$ cat config.mk
export PLATFORM = sky130hd
export DESIGN_NAME = gcm_tag_verify
export DESIGN_NICKNAME = d
export VERILOG_FILES = /design/src/rtl/gcm_tag_verify.sv
export SDC_FILE = /design/constraint.sdc
export NUM_CORES = 2
export LEC_CHECK = 0
export CORE_ASPECT_RATIO = 0.8
export CORE_UTILIZATION = 25
export DETAILED_ROUTE_END_ITERATION = 8
export PLACE_DENSITY = 0.46
export SETUP_SLACK_MARGIN = 0.02
export SLEW_MARGIN = 20
export SYNTH_ARGS = -nofsm -noshare
export SYNTH_HDL_FRONTEND = slang
export SYNTH_SLANG_ARGS = --single-unit
$ cat constraint.sdc
create_clock -name clk -period 11.29 [get_ports clk]
set_input_delay 2.258 -clock clk [delete_from_list [all_inputs] [get_ports clk]]
set_output_delay 2.258 -clock clk [all_outputs]
set_load 0.02 [all_outputs]
$ cat src/rtl/gcm_tag_verify.sv
`default_nettype none
// ============================================================================
// gcm_tag_verify : GHASH over AAD/CT blocks, tag recompute and compare
// Revision 1.0
// ============================================================================
module gcm_tag_verify #(
    parameter int BITS_PER_CYCLE = 1
) (
    input  logic         clk,
    input  logic         rst,
    input  logic         i_start,
    input  logic [127:0] i_h,
    input  logic [127:0] i_ek_j0,
    input  logic [127:0] i_tag,
    input  logic [63:0]  i_aad_size,
    input  logic [63:0]  i_ct_size,
    input  logic         i_block_valid,
    input  logic [127:0] i_block,
    output logic         o_block_ready,
    output logic         o_busy,
    output logic         o_done,
    output logic         o_tag_ok,
    output logic [127:0] o_computed_tag
);

    localparam int MULT_CYC = 128 / BITS_PER_CYCLE;
    localparam int CNT_W    = $clog2(MULT_CYC);

    localparam logic [2:0] S_IDLE  = 3'd0;
    localparam logic [2:0] S_LOAD  = 3'd1;
    localparam logic [2:0] S_MULT  = 3'd2;
    localparam logic [2:0] S_LEN   = 3'd3;
    localparam logic [2:0] S_FINAL = 3'd4;

    localparam logic [127:0] GF_R = {8'hE1, 120'h0};
    localparam logic [127:0] ONES = {128{1'b1}};

    logic [2:0]       state_q, state_d;
    logic [127:0]     h_q, ek_j0_q, tag_q;
    logic [63:0]      aad_size_q, ct_size_q;
    logic [57:0]      aad_left_q, ct_left_q;
    logic             len_done_q;
    logic [127:0]     y_q, z_q, v_q;
    logic [CNT_W-1:0] cnt_q;
    logic             tag_ok_q;
    logic [127:0]     comp_tag_q;

    logic [127:0]     z_d, v_d, x_d;
    logic [57:0]      w_na, w_nc;
    logic             w_in_aad, w_last, w_hs, w_mult_last, w_more;
    logic [6:0]       w_rem;
    logic [127:0]     w_mask, w_final_tag;

    assign w_na        = {1'b0, i_aad_size[63:7]} + {57'd0, |i_aad_size[6:0]};
    assign w_nc        = {1'b0, i_ct_size[63:7]}  + {57'd0, |i_ct_size[6:0]};
    assign w_in_aad    = (aad_left_q != 58'd0);
    assign w_last      = w_in_aad ? (aad_left_q == 58'd1) : (ct_left_q == 58'd1);
    assign w_rem       = w_in_aad ? aad_size_q[6:0] : ct_size_q[6:0];
    // Only the final block of each section can be partial; keep its top w_rem bits.
    assign w_mask      = (w_last && (w_rem != 7'd0)) ? ~(ONES >> w_rem) : ONES;
    assign w_hs        = i_block_valid & o_block_ready;
    assign w_mult_last = (cnt_q == CNT_W'(MULT_CYC - 1));
    assign w_more      = ((aad_left_q | ct_left_q) != 58'd0);
    assign w_final_tag = y_q ^ ek_j0_q;

    // Multiplier operand x is consumed MSB-first (GCM bit 0 first) from y_q.
    always_comb begin
        z_d = z_q;
        v_d = v_q;
        x_d = y_q;
        for (int j = 0; j < BITS_PER_CYCLE; j++) begin
            if (x_d[127]) begin
                z_d = z_d ^ v_d;
            end
            v_d = v_d[0] ? ((v_d >> 1) ^ GF_R) : (v_d >> 1);
            x_d = x_d << 1;
        end
    end

    always_ff @(posedge clk) begin
        if (rst) begin
            state_q <= S_IDLE;
        end else begin
            state_q <= state_d;
        end
    end

    always_comb begin
        state_d = state_q;
        case (state_q)
            S_IDLE:  if (i_start) state_d = ((w_na | w_nc) != 58'd0) ? S_LOAD : S_LEN;
            S_LOAD:  if (w_hs) state_d = S_MULT;
            S_MULT:  if (w_mult_last) state_d = len_done_q ? S_FINAL : (w_more ? S_LOAD : S_LEN);
            S_LEN:   state_d = S_MULT;
            S_FINAL: state_d = S_IDLE;
            default: state_d = S_IDLE;
        endcase
    end

    always_comb begin
        o_block_ready  = (state_q == S_LOAD);
        o_busy         = (state_q != S_IDLE);
        o_done         = (state_q == S_FINAL);
        o_computed_tag = (state_q == S_FINAL) ? w_final_tag : comp_tag_q;
        o_tag_ok       = (state_q == S_FINAL) ? (w_final_tag == tag_q) : tag_ok_q;
    end

    always_ff @(posedge clk) begin
        if (rst) begin
            h_q        <= '0;
            ek_j0_q    <= '0;
            tag_q      <= '0;
            aad_size_q <= '0;
            ct_size_q  <= '0;
            aad_left_q <= '0;
            ct_left_q  <= '0;
            len_done_q <= 1'b0;
            y_q        <= '0;
            z_q        <= '0;
            v_q        <= '0;
            cnt_q      <= '0;
            tag_ok_q   <= 1'b0;
            comp_tag_q <= '0;
        end else begin
            case (state_q)
                S_IDLE: begin
                    if (i_start) begin
                        h_q        <= i_h;
                        ek_j0_q    <= i_ek_j0;
                        tag_q      <= i_tag;
                        aad_size_q <= i_aad_size;
                        ct_size_q  <= i_ct_size;
                        aad_left_q <= w_na;
                        ct_left_q  <= w_nc;
                        len_done_q <= 1'b0;
                        y_q        <= '0;
                        tag_ok_q   <= 1'b0;
                        comp_tag_q <= '0;
                    end
                end
                S_LOAD: begin
                    if (w_hs) begin
                        y_q   <= y_q ^ (i_block & w_mask);
                        z_q   <= '0;
                        v_q   <= h_q;
                        cnt_q <= '0;
                        if (w_in_aad) begin
                            aad_left_q <= aad_left_q - 58'd1;
                        end else begin
                            ct_left_q <= ct_left_q - 58'd1;
                        end
                    end
                end
                S_MULT: begin
                    z_q   <= z_d;
                    v_q   <= v_d;
                    y_q   <= w_mult_last ? z_d : x_d;
                    cnt_q <= w_mult_last ? '0 : cnt_q + CNT_W'(1);
                end
                S_LEN: begin
                    y_q        <= y_q ^ {aad_size_q, ct_size_q};
                    z_q        <= '0;
                    v_q        <= h_q;
                    cnt_q      <= '0;
                    len_done_q <= 1'b1;
                end
                S_FINAL: begin
                    comp_tag_q <= w_final_tag;
                    tag_ok_q   <= (w_final_tag == tag_q);
                end
                default: ;
            endcase
        end
    end

endmodule
`default_nettype wire

Word level (Yosys, flattened, before mapping) --
Cells that the tools add are included.
Word-level totals: register bits after elaboration 1152, bits of input ports 644, logic and storage cells 103, output and inout port bits 132
Operators by class: bitwise operators 10, shifts and indexed selects 1, reduce and logical (&&, ||, !) cells 22, multiplexer cells 37, eq/ne operators 13, add/sub/neg operators 5
Operator list (count):
- 2-to-1 mux 128 bit | 9
- case mux 128 bit (3 select lines) | 2
- case mux 128 bit (4 select lines) | 1
- XOR 128 bit | 4
- 2-to-1 mux 58 bit | 6
- case mux 128 bit (2 select lines) | 1
- case mux 58 bit (2 select lines) | 2
- nonzero test 58 bit | 3
- AND 128 bit | 1
- equality test 128 bit | 1
- NOT 128 bit | 1
- right shift 128 x 7 -> 128 bit (first input constant) | 1
- adder 57 x 1 -> 58 bit | 2
- equality test 58 x 1 -> 1 bit (second input constant) | 2
- bitwise OR 58 bit | 2
- subtractor 58 x 1 -> 58 bit (second input constant) | 2
- 2-to-1 mux 7 bit | 3
- case mux 7 bit (3 select lines) | 1
- OR reduction 7 bit | 2
- 2-to-1 mux 3 bit | 4
- case mux 3 bit (4 select lines) | 1
- AND reduction 2 bit | 4
- AND reduction 4 bit | 2
- adder 7 x 1 -> 7 bit (second input constant) | 1
- other kinds (18) | 30

Longest topological paths before layout --
word-level depth 9, gate-level depth with buffers 14, gate-level depth less buffers 13

Worst setup path after synthesis --
No wires, ideal clock.
path kind input port to flip-flop, from input i_aad_size[3], to register state_q[1], stages on the path 14, path buffers 1, data arrival time 5.696 ns, library setup time 0.069 ns, data required time 11.221 ns, path slack 5.525 ns, path through nor4_1 nand2_1 ha_1 ha_1 and3_1 clkbuf_1 nand3_1 nor2_1 xor2_1 or4b_1 or4_1 or4_1 or4_1 o21ai_1
On the way: cells in the longest elaborated chain, start to end 7
RTL lines:
- start, declared | RTL line 15 | input logic [63:0] i_aad_size,
- OR reduction 7 bit | RTL line 54 | assign w_na = {1'b0, i_aad_size[63:7]} + {57'd0, |i_aad_size[6:0]};
- adder 57 x 1 -> 58 bit | RTL line 54
- bitwise OR 58 bit | RTL line 91 | S_IDLE: if (i_start) state_d = ((w_na | w_nc) != 58'd0) ? S_LOAD : S_LEN;
- nonzero test 58 bit | RTL line 91
- 2-to-1 mux 2 bit | RTL line 91
- 2-to-1 mux 3 bit | RTL line 91
- case mux 3 bit (4 select lines) | RTL line 90 | case (state_q)
- end signal, assigned | RTL line 84 | state_q <= state_d;
- end, declared | RTL line 38 | logic [2:0] state_q, state_d;
Every way passes these cells. The select of a mux whose other input is x is not followed. A chain may end at the register's enable or synchronous reset.

Worst setup path in the final report --
from register state_q[1], to output o_tag_ok
On the way: cells in the longest elaborated chain, start to end 2
RTL lines:
- equality test 3 bit | RTL line 105 | o_tag_ok = (state_q == S_FINAL) ? (w_final_tag == tag_q) : tag_ok_q;
- 2-to-1 mux 1 bit | RTL line 105
- end, declared | RTL line 22 | output logic o_tag_ok,
Every way passes these cells.

==> out/qor.txt <==
worst setup margin: 3730 ps
drt first-iter violations: 7553
GRT Total Usage: 0.282
fin crit share: 0.669
post-synthesis mux area share: 0.00832
status: finished clean
dpl ws: 3590 ps
Worst slew margin: 0.0846
CTS tree: done
Setup Buffers After CTS: 0
hold endpoint: v_q[6]
internal power: 0.00798 W
commonest non-fill, non-tap cell in the layout: nand2_1
CP max stage cell: buf_4
Fill cells: 25900
largest family of logic cells by synthesized area: simple AND/OR/NAND/NOR gates
Gate power share: 0.214
WL per Instance: 29.7 µm
Synth Flop Type: dfxtp_1
RSZ-0062 raised after global routing: no
hold path cells: 2
post-route setup TNS: 0 ps
Sw Ratio: 0.346
worst hold path class: reg2reg
syn_area_per_cell: 7.18 µm²
fmax: 132 MHz
r2r setup slk: 5390 ps
cells along the critical path: buf_4 -> nor2_1 -> nand2_4 -> buf_4 -> inv_2 -> buf_4 -> o2111ai_1 -> a2111oi_0 -> nand4_1 -> nor4_1 -> nand4_1 -> nand2_1 -> clkdlybuf4s50_1
total grt overflow: 0
Mapped Nets: 9071
clock buffer depth: 4
cells resized by post-CTS repair: 0
synthesized area: 0.0604 mm²
R2R Path End: y_q[94]
Synth Area in Compound Gates: 0.225
most frequent CP cell: buf_4
total of max-cap violations: 0
pwr dens: 161 mW/mm²
vias per std cell: 5.43
simple-gate share of the synthesized area: 0.271
Synth Area in Adders: 0.00186
# DRC: 0
first-pass GRT wire length: 486000 µm
peak supply drop: 0.000120 V
Ports: 776
Core Region: 0.241 mm²
critical path class: reg2out
largest net degree at the start of global routing: 200
Sw Pwr: 0.00421 W
final hold viol count: 0
XOR/XNOR Fraction of Synth Area: 0.0680
EDFF count, synth: 0
arrival time at the worst endpoint: 5300 ps
vias in the first global route: 60300
Critical Path RT: 9030 ps
register share of total power: 0.396
Clock Power Share: 0.390
crit-path max FO: 58
Slew Limit Fails: 0
die span in y: 442 µm
cell count after synthesis: 8418
Hold-fix buffers, CTS: 0
Starting Density: 0.251
Startpoint Class: flip-flop
# rows: 161
die width: 552 µm
clk root buf: clkbuf_16
Initial DRT Pass Iterations: 6
setup violators final: 0
overall routed net length: 359000 µm
Clock Latency Late Sink: 870 ps
Async S/R FF share, synth: 0
synth warn: 0
Worst Hold Launch: h_q[6]
endpoint class of the critical path: primary output
initial antenna violation count: 38
Routed Antenna Nets: 0
CTS Sinks: 1152
most frequent cells in the layout: nand2_1, dfxtp_1, a21oi_1
die area: 0.244 mm²
Worst path max stage delay: 630 ps
reg2reg path depth: 11
Clock Skews: 67.8 ps
Inserted Clock Buffers: 148
Seq cells post-synth: 1152
Leak: 25.3 nW
launch point of the worst reg-to-reg path: aad_left_q[16]
worst slew pin tran: 1360 ps
synth unique cells: 90
Via Count: 65700
share of layout cells above drive strength 1: 0.0472
Area Growth Syn to Fin: 25.0%
Seq/Total Area, Yosys: 0.382
post-route minimum period: 7560 ps
Clk pin slew, worst setup/hold paths: 60 ps
fin nets: 9458
HPWL Detailed: 273000 µm
port bufs: 775
H-tree depth: 4
routability congestion estimate: 0.984
==> flip-flops by register name, indices dropped and copies added, names as in the netlist, 3 cells and up <==
signal and count:
comp_tag_q 128, ek_j0_q 128, h_q 128, tag_q 128
v_q 128, y_q 128, z_q 128, aad_size_q 64
ct_size_q 64, aad_left_q 58, ct_left_q 58, cnt_q 7
state_q 3
==> cell type report <==
cell class	count	area, µm²	area share
Antenna cell	15	37.5	0.000497
Clock buffer	203	4120	0.0545
Clock inverter	40	504	0.00667
Inverter	43	164	0.00217
Multi-Input combinational cell	6573	34900	0.462
Sequential cell	1152	23100	0.305
Tap cell	3178	3980	0.0526
Timing Repair Buffer	887	8790	0.116
==> per-layer routing <==
layer	GRT usage	vias up	routed length, µm	share of wire
met1	0.391	32100	160000	0.44
met4	0.153	8	22300	0.062
met2	0.409	2871	148000	0.41
met3	0.0541	546	28900	0.081
met5	0	-	54	0.00015
li1	-	30100	-	-
==> logic make-up after synthesis <==
logic type	after synthesis
multiplexers	49
AO/OA/AOI/OAI	2263
buffers and inverters	693
flip-flops	1152
AND/OR/NAND/NOR	3783
adder cells (fa/ha/maj)	9
XOR/XNOR	469
==> cell usage after synthesis, drive strengths merged (111+ instances only) <==
cell / instances / share of area
nor2: 677 / 0.042
a211oi: 111 / 0.014
xor2: 262 / 0.038
nor3: 243 / 0.020
a311oi: 131 / 0.019
dfxtp: 1152 / 0.38
nand3: 199 / 0.017
o21ai: 401 / 0.033
nand2: 2129 / 0.13
xnor2: 207 / 0.030
a21oi: 1108 / 0.092
clkbuf: 592 / 0.038
==> worst max path at each step <==
| stage | startpoint | to | slack [ps] |
|---|---|---|---|
| after floorplan | i_aad_size[3] | state_q[1] | 5520 |
| after global placement | i_aad_size[6] | state_q[1] | 3530 |
| after detailed placement | i_aad_size[6] | state_q[1] | 3590 |
| after CTS | state_q[1] | o_tag_ok | 3700 |
| after global routing | state_q[1] | o_tag_ok | 3540 |
| final | state_q[1] | o_tag_ok | 3730 |
==> critical path: cells and delay by family, from the launching register on <==
family	cells	cell delay (ps)
AOI/OAI and AO/OA	2	740
and+or+nand+nor	6	1250
buffers and inverters	5	2010
DFF	1	310
==> power groups by stage <==
stage	Combinational, W	Clock (W)	Sequential [W]
finish	0.00261	0.00475	0.00483
detailed placement	0.00256	0	0.00490
global route	0.00277	0.00500	0.00485
global placement	0.00254	0	0.00489
floorplan	0.00143	0	0.00468
CTS	0.00256	0.00485	0.00482
==> stage by stage <==
step	std cells	hold slack (ps)	power [W]	util	area, µm²
after floorplan	8418	429	0.00611	-	60400
after global placement	11800	447	0.00744	0.294	70800
after detailed placement	11800	447	0.00746	0.294	70800
after CTS	12100	439	0.0122	0.314	75400
after global routing	12100	470	0.0126	0.314	75500
final	12100	432	0.0122	0.314	75600
No activity file was read; power rests on OpenSTA's default activity.
